File: src/rtl/chroma_key_calibrator_pkg.sv
// Shared constants for the chroma-key calibrator and matcher: nominal thresholds,
// HSV field positions and the calibrator FSM encoding.
package chroma_key_calibrator_pkg;

  localparam int PIX_W  = 8;
  localparam int HSV_W  = 3 * PIX_W;

  localparam logic [PIX_W-1:0] H_NOM     = 8'd85;
  localparam logic [PIX_W-1:0] S_NOM     = 8'd94;
  localparam logic [PIX_W-1:0] V_NOM     = 8'd202;
  localparam logic [PIX_W-1:0] RANGE_NOM = 8'd50;

  localparam int H_MSB = 23;
  localparam int H_LSB = 16;
  localparam int S_MSB = 15;
  localparam int S_LSB = 8;
  localparam int V_MSB = 7;
  localparam int V_LSB = 0;

  typedef enum logic [1:0] {
    ST_IDLE   = 2'd0,
    ST_ARM    = 2'd1,
    ST_SAMPLE = 2'd2,
    ST_DONE   = 2'd3
  } cal_state_t;

endpackage

File: src/rtl/chroma_key_calibrator_if.sv
// Pixel-stream inputs and calibration results of the chroma-key calibrator.
interface chroma_key_calibrator_if;
  import chroma_key_calibrator_pkg::*;

  logic             vsync;
  logic [10:0]      hcount;
  logic [9:0]       vcount;
  logic [HSV_W-1:0] hsv_in;
  logic             calib_start;
  logic [PIX_W-1:0] h_nom;
  logic [PIX_W-1:0] s_nom;
  logic [PIX_W-1:0] v_nom;
  logic [PIX_W-1:0] range_out;
  logic             busy;
  logic             cal_valid;
  logic             cal_err;

  modport master (
    output vsync, hcount, vcount, hsv_in, calib_start,
    input  h_nom, s_nom, v_nom, range_out, busy, cal_valid, cal_err
  );

  modport slave (
    input  vsync, hcount, vcount, hsv_in, calib_start,
    output h_nom, s_nom, v_nom, range_out, busy, cal_valid, cal_err
  );

endinterface

File: src/rtl/chroma_key_calibrator_cal_window_accum.sv
// One colour channel of the calibration window: sums samples and exposes the
// truncated mean over 2^(2*WIN_LOG2) samples.
module cal_window_accum
  import chroma_key_calibrator_pkg::*;
#(
  parameter int WIN_LOG2 = 4
) (
  input  logic             clk,
  input  logic             rst_n,
  input  logic             clr,
  input  logic             en,
  input  logic [PIX_W-1:0] din,
  output logic [PIX_W-1:0] mean
);

  localparam int ACC_W = PIX_W + 2 * WIN_LOG2;

  logic [ACC_W-1:0] acc;

  always_ff @(posedge clk) begin
    if (!rst_n) begin
      acc <= '0;
    end else if (clr) begin
      acc <= '0;
    end else if (en) begin
      acc <= acc + ACC_W'(din);
    end
  end

  // Dividing by the sample count is just taking the top byte.
  assign mean = acc[ACC_W-1 -: PIX_W];

endmodule

File: src/rtl/chroma_key_calibrator.sv
// Chroma-key calibrator: averages HSV over a fixed window for one frame and
// publishes the means as nominal thresholds. `define CAL_MINMAX_EN adds H min/max range tracking.
module chroma_key_calibrator
  import chroma_key_calibrator_pkg::*;
#(
  parameter int WIN_X0   = 480,
  parameter int WIN_Y0   = 352,
  parameter int WIN_LOG2 = 4
) (
  input  logic                    clk,
  input  logic                    rst_n,
  chroma_key_calibrator_if.slave  bus
);

  localparam int              CNT_W    = 2 * WIN_LOG2 + 1;
  localparam int              WIN_SIDE = 1 << WIN_LOG2;
  localparam logic [CNT_W-1:0] CNT_LAST = CNT_W'((1 << (2 * WIN_LOG2)) - 1);

  cal_state_t       state, state_nx;
  logic             vsync_q;
  logic             vsync_fall;
  logic             in_win;
  logic             acc_clr;
  logic             acc_en;
  logic             err_nx;
  logic [CNT_W-1:0] cnt;
  logic [PIX_W-1:0] h_pix, s_pix, v_pix;
  logic [PIX_W-1:0] h_mean, s_mean, v_mean;
  logic [PIX_W-1:0] h_nom_q, s_nom_q, v_nom_q;
  logic             cal_valid_q, cal_err_q;

  assign h_pix = bus.hsv_in[H_MSB:H_LSB];
  assign s_pix = bus.hsv_in[S_MSB:S_LSB];
  assign v_pix = bus.hsv_in[V_MSB:V_LSB];

  assign vsync_fall = vsync_q & ~bus.vsync;
  assign in_win = (int'(bus.hcount) >= WIN_X0) && (int'(bus.hcount) <= WIN_X0 + WIN_SIDE - 1) &&
                  (int'(bus.vcount) >= WIN_Y0) && (int'(bus.vcount) <= WIN_Y0 + WIN_SIDE - 1);

  always_comb begin
    state_nx = state;
    acc_clr  = 1'b0;
    acc_en   = 1'b0;
    err_nx   = 1'b0;
    case (state)
      ST_IDLE: begin
        if (bus.calib_start) state_nx = ST_ARM;
      end
      ST_ARM: begin
        if (vsync_fall) begin
          state_nx = ST_SAMPLE;
          acc_clr  = 1'b1;
        end
      end
      ST_SAMPLE: begin
        acc_en = in_win;
        // A completing sample beats a simultaneous frame boundary.
        if (in_win && (cnt == CNT_LAST)) begin
          state_nx = ST_DONE;
        end else if (vsync_fall) begin
          state_nx = ST_IDLE;
          err_nx   = 1'b1;
        end
      end
      ST_DONE: state_nx = ST_IDLE;
      default: state_nx = ST_IDLE;
    endcase
  end

  always_ff @(posedge clk) begin
    if (!rst_n) begin
      state       <= ST_IDLE;
      vsync_q     <= 1'b1;
      cnt         <= '0;
      h_nom_q     <= H_NOM;
      s_nom_q     <= S_NOM;
      v_nom_q     <= V_NOM;
      cal_valid_q <= 1'b0;
      cal_err_q   <= 1'b0;
    end else begin
      state       <= state_nx;
      vsync_q     <= bus.vsync;
      cal_err_q   <= err_nx;
      cal_valid_q <= (state == ST_DONE);
      if (acc_clr) begin
        cnt <= '0;
      end else if (acc_en) begin
        cnt <= cnt + 1'b1;
      end
      if (state == ST_DONE) begin
        h_nom_q <= h_mean;
        s_nom_q <= s_mean;
        v_nom_q <= v_mean;
      end
    end
  end

  cal_window_accum #(.WIN_LOG2(WIN_LOG2)) u_acc_h (
    .clk(clk), .rst_n(rst_n), .clr(acc_clr), .en(acc_en), .din(h_pix), .mean(h_mean)
  );
  cal_window_accum #(.WIN_LOG2(WIN_LOG2)) u_acc_s (
    .clk(clk), .rst_n(rst_n), .clr(acc_clr), .en(acc_en), .din(s_pix), .mean(s_mean)
  );
  cal_window_accum #(.WIN_LOG2(WIN_LOG2)) u_acc_v (
    .clk(clk), .rst_n(rst_n), .clr(acc_clr), .en(acc_en), .din(v_pix), .mean(v_mean)
  );

`ifdef CAL_MINMAX_EN
  logic [PIX_W-1:0] h_min, h_max, range_q;

  always_ff @(posedge clk) begin
    if (!rst_n) begin
      h_min   <= 8'hFF;
      h_max   <= 8'h00;
      range_q <= RANGE_NOM;
    end else begin
      if (acc_clr) begin
        h_min <= 8'hFF;
        h_max <= 8'h00;
      end else if (acc_en) begin
        if (h_pix < h_min) h_min <= h_pix;
        if (h_pix > h_max) h_max <= h_pix;
      end
      // Half the observed hue spread becomes the suggested +/- range.
      if (state == ST_DONE) range_q <= 8'(h_max - h_min) >> 1;
    end
  end

  assign bus.range_out = range_q;
`else
  assign bus.range_out = RANGE_NOM;
`endif

  assign bus.h_nom     = h_nom_q;
  assign bus.s_nom     = s_nom_q;
  assign bus.v_nom     = v_nom_q;
  assign bus.busy      = (state != ST_IDLE);
  assign bus.cal_valid = cal_valid_q;
  assign bus.cal_err   = cal_err_q;

endmodule

File: src/flat_wrapper.sv
// flat-port wrapper written by rule: the top's interface ports become plain ports
module chroma_key_calibrator_flat import chroma_key_calibrator_pkg::*;
#(
  parameter int WIN_X0   = 480,
  parameter int WIN_Y0   = 352,
  parameter int WIN_LOG2 = 4
)
  (clk, rst_n, bus_vsync, bus_hcount, bus_vcount, bus_hsv_in, bus_calib_start, bus_h_nom, bus_s_nom, bus_v_nom, bus_range_out, bus_busy, bus_cal_valid, bus_cal_err);
  chroma_key_calibrator_if bus_i ();
  input  logic clk;
  input  logic rst_n;
  input wire logic [$bits(bus_i.vsync)-1:0] bus_vsync;
  input wire logic [$bits(bus_i.hcount)-1:0] bus_hcount;
  input wire logic [$bits(bus_i.vcount)-1:0] bus_vcount;
  input wire logic [$bits(bus_i.hsv_in)-1:0] bus_hsv_in;
  input wire logic [$bits(bus_i.calib_start)-1:0] bus_calib_start;
  output wire logic [$bits(bus_i.h_nom)-1:0] bus_h_nom;
  output wire logic [$bits(bus_i.s_nom)-1:0] bus_s_nom;
  output wire logic [$bits(bus_i.v_nom)-1:0] bus_v_nom;
  output wire logic [$bits(bus_i.range_out)-1:0] bus_range_out;
  output wire logic [$bits(bus_i.busy)-1:0] bus_busy;
  output wire logic [$bits(bus_i.cal_valid)-1:0] bus_cal_valid;
  output wire logic [$bits(bus_i.cal_err)-1:0] bus_cal_err;
  assign bus_i.vsync = bus_vsync;
  assign bus_i.hcount = bus_hcount;
  assign bus_i.vcount = bus_vcount;
  assign bus_i.hsv_in = bus_hsv_in;
  assign bus_i.calib_start = bus_calib_start;
  assign bus_h_nom = bus_i.h_nom;
  assign bus_s_nom = bus_i.s_nom;
  assign bus_v_nom = bus_i.v_nom;
  assign bus_range_out = bus_i.range_out;
  assign bus_busy = bus_i.busy;
  assign bus_cal_valid = bus_i.cal_valid;
  assign bus_cal_err = bus_i.cal_err;
  chroma_key_calibrator #(.WIN_X0(WIN_X0), .WIN_Y0(WIN_Y0), .WIN_LOG2(WIN_LOG2)) u_core (.clk(clk), .rst_n(rst_n), .bus(bus_i));
endmodule
File: config.mk
export PLATFORM = sky130hd
export DESIGN_NAME = chroma_key_calibrator_flat
export DESIGN_NICKNAME = d
export VERILOG_FILES = /design/src/rtl/chroma_key_calibrator_pkg.sv /design/src/rtl/chroma_key_calibrator_if.sv /design/src/rtl/chroma_key_calibrator_cal_window_accum.sv /design/src/rtl/chroma_key_calibrator.sv /design/src/flat_wrapper.sv
export SDC_FILE = /design/constraint.sdc
export NUM_CORES = 1
export LEC_CHECK = 0
export CAP_MARGIN = 10
export CELL_PAD_IN_SITES_DETAIL_PLACEMENT = 1
export CELL_PAD_IN_SITES_GLOBAL_PLACEMENT = 2
export CORE_ASPECT_RATIO = 0.8
export CORE_MARGIN = 2
export CORE_UTILIZATION = 34
export DETAILED_ROUTE_END_ITERATION = 16
export PLACE_DENSITY_LB_ADDON = 0.1
export SYNTH_ARGS = -nofsm -noshare
export SYNTH_HDL_FRONTEND = slang
export SYNTH_SLANG_ARGS = --single-unit
File: constraint.sdc
create_clock -name clk -period 7.55 [get_ports clk]
set_input_delay 1.51 -clock clk [delete_from_list [all_inputs] [get_ports clk]]
set_output_delay 1.51 -clock clk [all_outputs]
set_load 0.02 [all_outputs]
=== Word-level counts from Yosys, hierarchy flattened ===
Index checks and enable logic that the tools add are counted.

* Register bits: 86
* Bits of input ports: 49
* Output and inout bits: 35
* Word-level logic and storage cells: 47

* $add $sub $neg: 4
* Order comparisons: 4
* Eq/ne operators: 7
* Multiplexer cells: 8
* Bitwise logic cells: 4
* Reductions and logical operators: 9

{| class="wikitable"
|+ Operator list
! kind !! count
|-
| $add A16 B8 Y16 || 3
|-
| $ge A11 B9 Y1 const B || 1
|-
| $le A11 B9 Y1 const B || 1
|-
| $ge A10 B9 Y1 const B || 1
|-
| $le A10 B9 Y1 const B || 1
|-
| $add A9 B1 Y9 const B || 1
|-
| $eq A9 B8 Y1 const B || 1
|-
| $mux W2 || 4
|-
| $pmux W2 S4 || 1
|-
| $eq A2 B2 Y1 const B || 2
|-
| $logic_and A1 B1 Y1 || 4
|-
| $mux W1 || 3
|-
| $ne A3 B1 Y1 const B || 1
|-
| $not A1 Y1 || 3
|-
| $reduce_and A3 Y1 || 1
|-
| $reduce_or A3 Y1 || 1
|-
| $eq A2 B1 Y1 const B || 1
|-
| $logic_not A2 Y1 || 1
|-
| $ne A2 B1 Y1 const B || 1
|-
| $ne A2 B2 Y1 const B || 1
|-
| $reduce_bool A2 Y1 || 1
|-
| $reduce_or A2 Y1 || 1
|-
| $and A1 B1 Y1 || 1
|}

=== Depth between registers and ports, before layout ===
* Depth after elaboration: 7
* Gate-level depth with buffers: 9
* Depth with buffers taken out: 8

=== Cells and area by module ===
Synthesis repeated with hierarchy kept, for this count alone.

* Cells, all modules: 597
* Area total of the unflattened synthesis: 4943.5 sq um

{| class="wikitable"
|+ Modules (own cells, without submodules)
! module !! instances !! cells an instance !! area each (sq um) !! sequential area each (sq um)
|-
| cal_window_accum at u_core.u_acc_h ... || 2 || 135 || 1107.3 || 320.3
|-
| chroma_key_calibrator || 1 || 194 || 1626.6 || 760.7
|-
| cal_window_accum at u_core.u_acc_s || 1 || 133 || 1102.3 || 320.3
|}

=== Least setup slack after synthesis ===
No wires, ideal clock.

* Path type: input-to-reg
* Start: input bus_vcount[7]
* End: register u_core.u_acc_s.acc[15]
* Library setup time: 0.060 ns
* Data arrival time: 3.436 ns
* Data required time: 7.490 ns
* Setup slack: 4.054 ns
* Stages: 5
* Path buffers: 0
* Cell sequence: or3b_4 or4_4 or4_1 or4_1 nand2_1

* Cells in the longest elaborated chain, start to end: 4
* Elaborated cells between the ends (all ways): 5
* Classes of those cells: order compare: 2; mux: 1; reduce/logical: 2

{| class="wikitable"
|+ Ends and longest elaborated chain
! element !! line !! RTL
|-
| from (decl) || flat_wrapper.sv:14 || <nowiki>input wire logic [$bits(bus_i.vcount)-1:0] bus_vcount;</nowiki>
|-
| $ge A10 B9 Y1 || chroma_key_calibrator.sv:38 || <nowiki>(int'(bus.vcount) >= WIN_Y0) && (int'(bus.vcount) <= WIN_Y0 + WIN_SIDE - 1);</nowiki>
|-
| $logic_and A1 B1 Y1 || chroma_key_calibrator.sv:37 || <nowiki>assign in_win = (int'(bus.hcount) >= WIN_X0) && (int'(bus.hcount) <= WIN_X0 + WIN_SIDE - 1) &&</nowiki>
|-
| $logic_and A1 B1 Y1 (*) || chroma_key_calibrator.sv:38 ||
|-
| $mux W1 (*) || chroma_key_calibrator.sv:45 || <nowiki>case (state)</nowiki>
|-
| to (signal assigned) || chroma_key_calibrator_cal_window_accum.sv:26 || <nowiki>acc <= acc + ACC_W'(din);</nowiki>
|-
| to (decl) || chroma_key_calibrator_cal_window_accum.sv:18 || <nowiki>logic [ACC_W-1:0] acc;</nowiki>
|}

Mark *: on every way between the ends. The rest lies on a longest branch, timed or not.
A chain may end at the register's enable or synchronous reset.

=== Worst setup path in the final report ===
* Start: input bus_vcount[6]
* End: register u_core.u_acc_s.acc[15]

Same word-level chain as after synthesis.

==> flow_metrics.py <==
metrics = {
    "die": {
        "die_h_um": 108,
        "start_util_pct": 35.3,
        "dieArea_mm2": 0.0145,
        "ios": 84,
        "fp.coreArea_mm2": 0.0130,
        "num_rows": 37,
        "die_w_um": 134,
    },
    "clock_network": {
        "cts_made_buffers": 9,
        "cts_setup_buffers": 0,
        "clk_pin_slew_ns": 0.06,
        "cts.sinks": 86,
        "ctsResizeCount": 0,
        "cts_htree_levels": 3,
        "clk_latency_ns": 0.35,
        "cts-root-buf": "clkbuf_16",
        "ctsHoldBuffers": 0,
        "cts_tree": "built",
        "clockBufferDepth": 2,
    },
    "critical_path": {
        "cp_max_fo": 22,
        "cp_common_cell": "or4_1",
        "path_class": "in -> reg",
        "crit_family": "simple AND/OR/NAND/NOR gates",
        "crit_path_cell_trace": "clkdlybuf4s50_1 -> or3b_4 -> or4_4 -> or4_1 -> or4_1 -> nand2_1",
        "start_kind": "input port",
        "path_buf_inv": 1,
        "slowest_stage": "or4_4",
        "endpoint_kind": "flop",
        "cp.arrival_ns": 4.15,
        "crit_path_max_incr_delay_ns": 0.70,
        "critPathRequiredTime_ns": 7.84,
    },
    "synthesis": {
        "ys.flop_type": "dfxtp_1",
        "yosys_warnings": 0,
        "syn_area_per_cell_um2": 8.41,
        "synth_seq_area_share_pct": 37.5,
        "synth-edff-count": 0,
        "yosysTopAreaCell": "dfxtp_1",
        "synth_cell_types": 53,
        "synthCells": 546,
        "ys_ff_latch": 86,
        "async_flop_share_pct": 0,
        "synth_top_area_share_pct": 37.5,
        "synthTopCellsByArea": "dfxtp_1, nand2_1, ha_1",
        "syn_area_mm2": 0.00459,
    },
    "finish": {
        "mostFrequentLayoutCell": "nand2_1",
        "insertedDiodeCount": 0,
        "final_layout_size_suffix_gt1_share_pct": 4.43,
        "multi_input_area_mm2": 0.00270,
        "finalNetCount": 683,
        "layout_common_cells": "nand2_1, dfxtp_1, clkdlybuf4s50_1",
        "fill_cells": 1549,
        "fin_cells": 785,
        "finish.instance_area_mm2": 0.00568,
        "ff_latch_area_mm2": 0.00172,
        "area_growth_pct": 23.6,
    },
    "detailed_routing": {
        "post_drt_via_cell_ratio": 5.36,
        "dr.first_iter.drc_count": 90,
        "antenna_left": 0,
        "wl_per_cell_um": 15.8,
        "route.detailed.drc": 0,
        "via_count": 4205,
        "first_pass_iters": 4,
        "routed_wl_mm": 12.4,
    },
    "timing": {
        "finalCritPeriodShare_pct": 51.1,
        "hold_viol_final": 0,
        "worst_slew_pin_slew_ns": 0.892,
        "finalCriticalPeriod_ns": 3.86,
        "setup_viol": 0,
        "layout_setup_ws_ns": 3.69,
        "final_max_slew_viol_count": 0,
        "relSlewSlack_pct": 40.4,
        "finalSetupTns_ns": 0,
        "skew_ns": 0.00374,
        "rsz0062_at_grt": "false",
        "fmax_mhz": 259,
    },
    "power": {
        "power_w": 0.000950,
        "vdd_drop_max_v": 0.000108,
        "leakage_nw": 2.08,
        "pwr_density_cell_mw_per_mm2": 167,
    },
    "placed_design": {
        "post-place-ws_ns": 3.32,
        "portBuffers": 67,
        "gp_congestion": 0.751,
        "place_inst": 769,
        "dpl.hpwl_mm": 9.19,
        "place_area_mm2": 0.00541,
    },
    "global_routing": {
        "antenna_found_initial": 0,
        "grt_pass1_vias": 4276,
        "gr-usage-all-layers_pct": 18.1,
        "grt_overflow": 0,
        "grt_max_degree": 35,
        "grt_pass1_wl_mm": 20.8,
    },
    "job": {
        "drv_cap": 0,
    },
    "status": {
        "status": "finished clean",
    },
    "min_path": {
        "min_path_type": "reg -> reg",
    },
}
-- cells in the mapped netlist, types with 5 or more instances --
| cell type | number |
|---|---|
| or4_1 | 11 |
| a21oi_1 | 35 |
| nand2b_1 | 10 |
| o21ai_0 | 18 |
| dfxtp_1 | 86 |
| inv_1 | 17 |
| nor3_1 | 11 |
| and2_1 | 8 |
| nand2_1 | 89 |
| o31ai_1 | 8 |
| or3_1 | 7 |
| a211oi_1 | 10 |
| nand4_1 | 10 |
| nand3b_1 | 5 |
| and3_1 | 6 |
| buf_4 | 8 |
| xor2_1 | 7 |
| xnor2_1 | 10 |
| o41ai_1 | 6 |
| a22o_1 | 5 |
| nand3_1 | 23 |
| nor2_1 | 21 |
| nor2b_1 | 6 |
| o211ai_1 | 13 |
| ha_1 | 26 |
| a21boi_0 | 11 |
| o21a_1 | 10 |
| clkbuf_1 | 20 |
| o311ai_0 | 5 |
-- registers in the layout, summed over array words and instances, names as in the netlist --
| register | count |
|---|---|
| u_core.bus.cal_valid | 1 |
| u_core.vsync_q | 1 |
| u_core.u_acc_s.acc | 16 |
| u_core.cnt | 9 |
| u_core.bus.h_nom | 8 |
| u_core.u_acc_h.acc | 16 |
| u_core.bus.v_nom | 8 |
| u_core.bus.cal_err | 1 |
| u_core.u_acc_v.acc | 16 |
| u_core.state | 2 |
| u_core.bus.s_nom | 8 |
-- cell type report --
type / instances / area share, %
multi-input cells: 420 / 47.6
flip-flops and latches: 86 / 30.3
repair buffers: 71 / 12.3
clock buffers: 12 / 4.34
well taps: 175 / 3.86
inverters: 17 / 1.12
clock inverters: 4 / 0.397
-- layer usage --
layer / GRT usage [%] / vias to the layer above / share of wire (%)
met5: 0 / - / 0
met4: 4.33 / 0 / 0.86
met2: 31.6 / 46 / 49
met3: 4.83 / 7 / 2.9
met1: 22.3 / 2062 / 47
li1: - / 2090 / -
-- path summary, 6_finish.rpt --
kind | slack (ns) | cells after the start | end | startpoint
setup / recovery | 3.69 | 6 | u_core.u_acc_s.acc[15] | bus_vcount[6]
hold / removal | 0.46 | 2 | u_core.u_acc_s.acc[3] | u_core.u_acc_s.acc[3]
setup reg to reg | 5.05 | 5 | u_core.u_acc_s.acc[15] | u_core.state[1]
hold reg to reg | 0.46 | 2 | u_core.u_acc_s.acc[3] | u_core.u_acc_s.acc[3]
-- through the flow --
| step | util [%] | hold WS [ns] |
|---|---|---|
| 6_report | 43.6 | 0.456 |
| 2_1_floorplan | - | 0.436 |
| 3_3_place_gp | 41.6 | 0.442 |
| 4_1_cts | 43.6 | 0.461 |
| 3_5_place_dp | 41.6 | 0.452 |
| 5_1_grt | 43.6 | 0.479 |
-- cell families (layout without fill, tap and decap cells) --
logic type | Yosys count | count (layout) | synth area share, %
other | 2 | 8 | 0.164
and+or+nand+nor | 224 | 224 | 25.2
DFF | 86 | 86 | 37.5
muxes | 2 | 2 | 0.436
adders and majority gates | 29 | 29 | 8.39
AOI/OAI and AO/OA | 140 | 140 | 20.6
xor gates and xnor gates | 17 | 17 | 3.24
buffers and inverters | 46 | 104 | 4.44
-- report_power, final --
part | total, W | switching, W | internal, W
combinational | 0.0000780 | 0.0000405 | 0.0000376
clock | 0.000414 | 0.000183 | 0.000230
sequential | 0.000459 | 0.00000267 | 0.000456
total | 0.000950 | 0.000226 | 0.000724
-- worst min-delay path, stage by stage, from the launching register on --
cell	delay, ns
dfxtp_1	0.31
nand2_1	0.05
a21oi_1	0.05
Note: power is estimated with default switching activity, not from simulation.
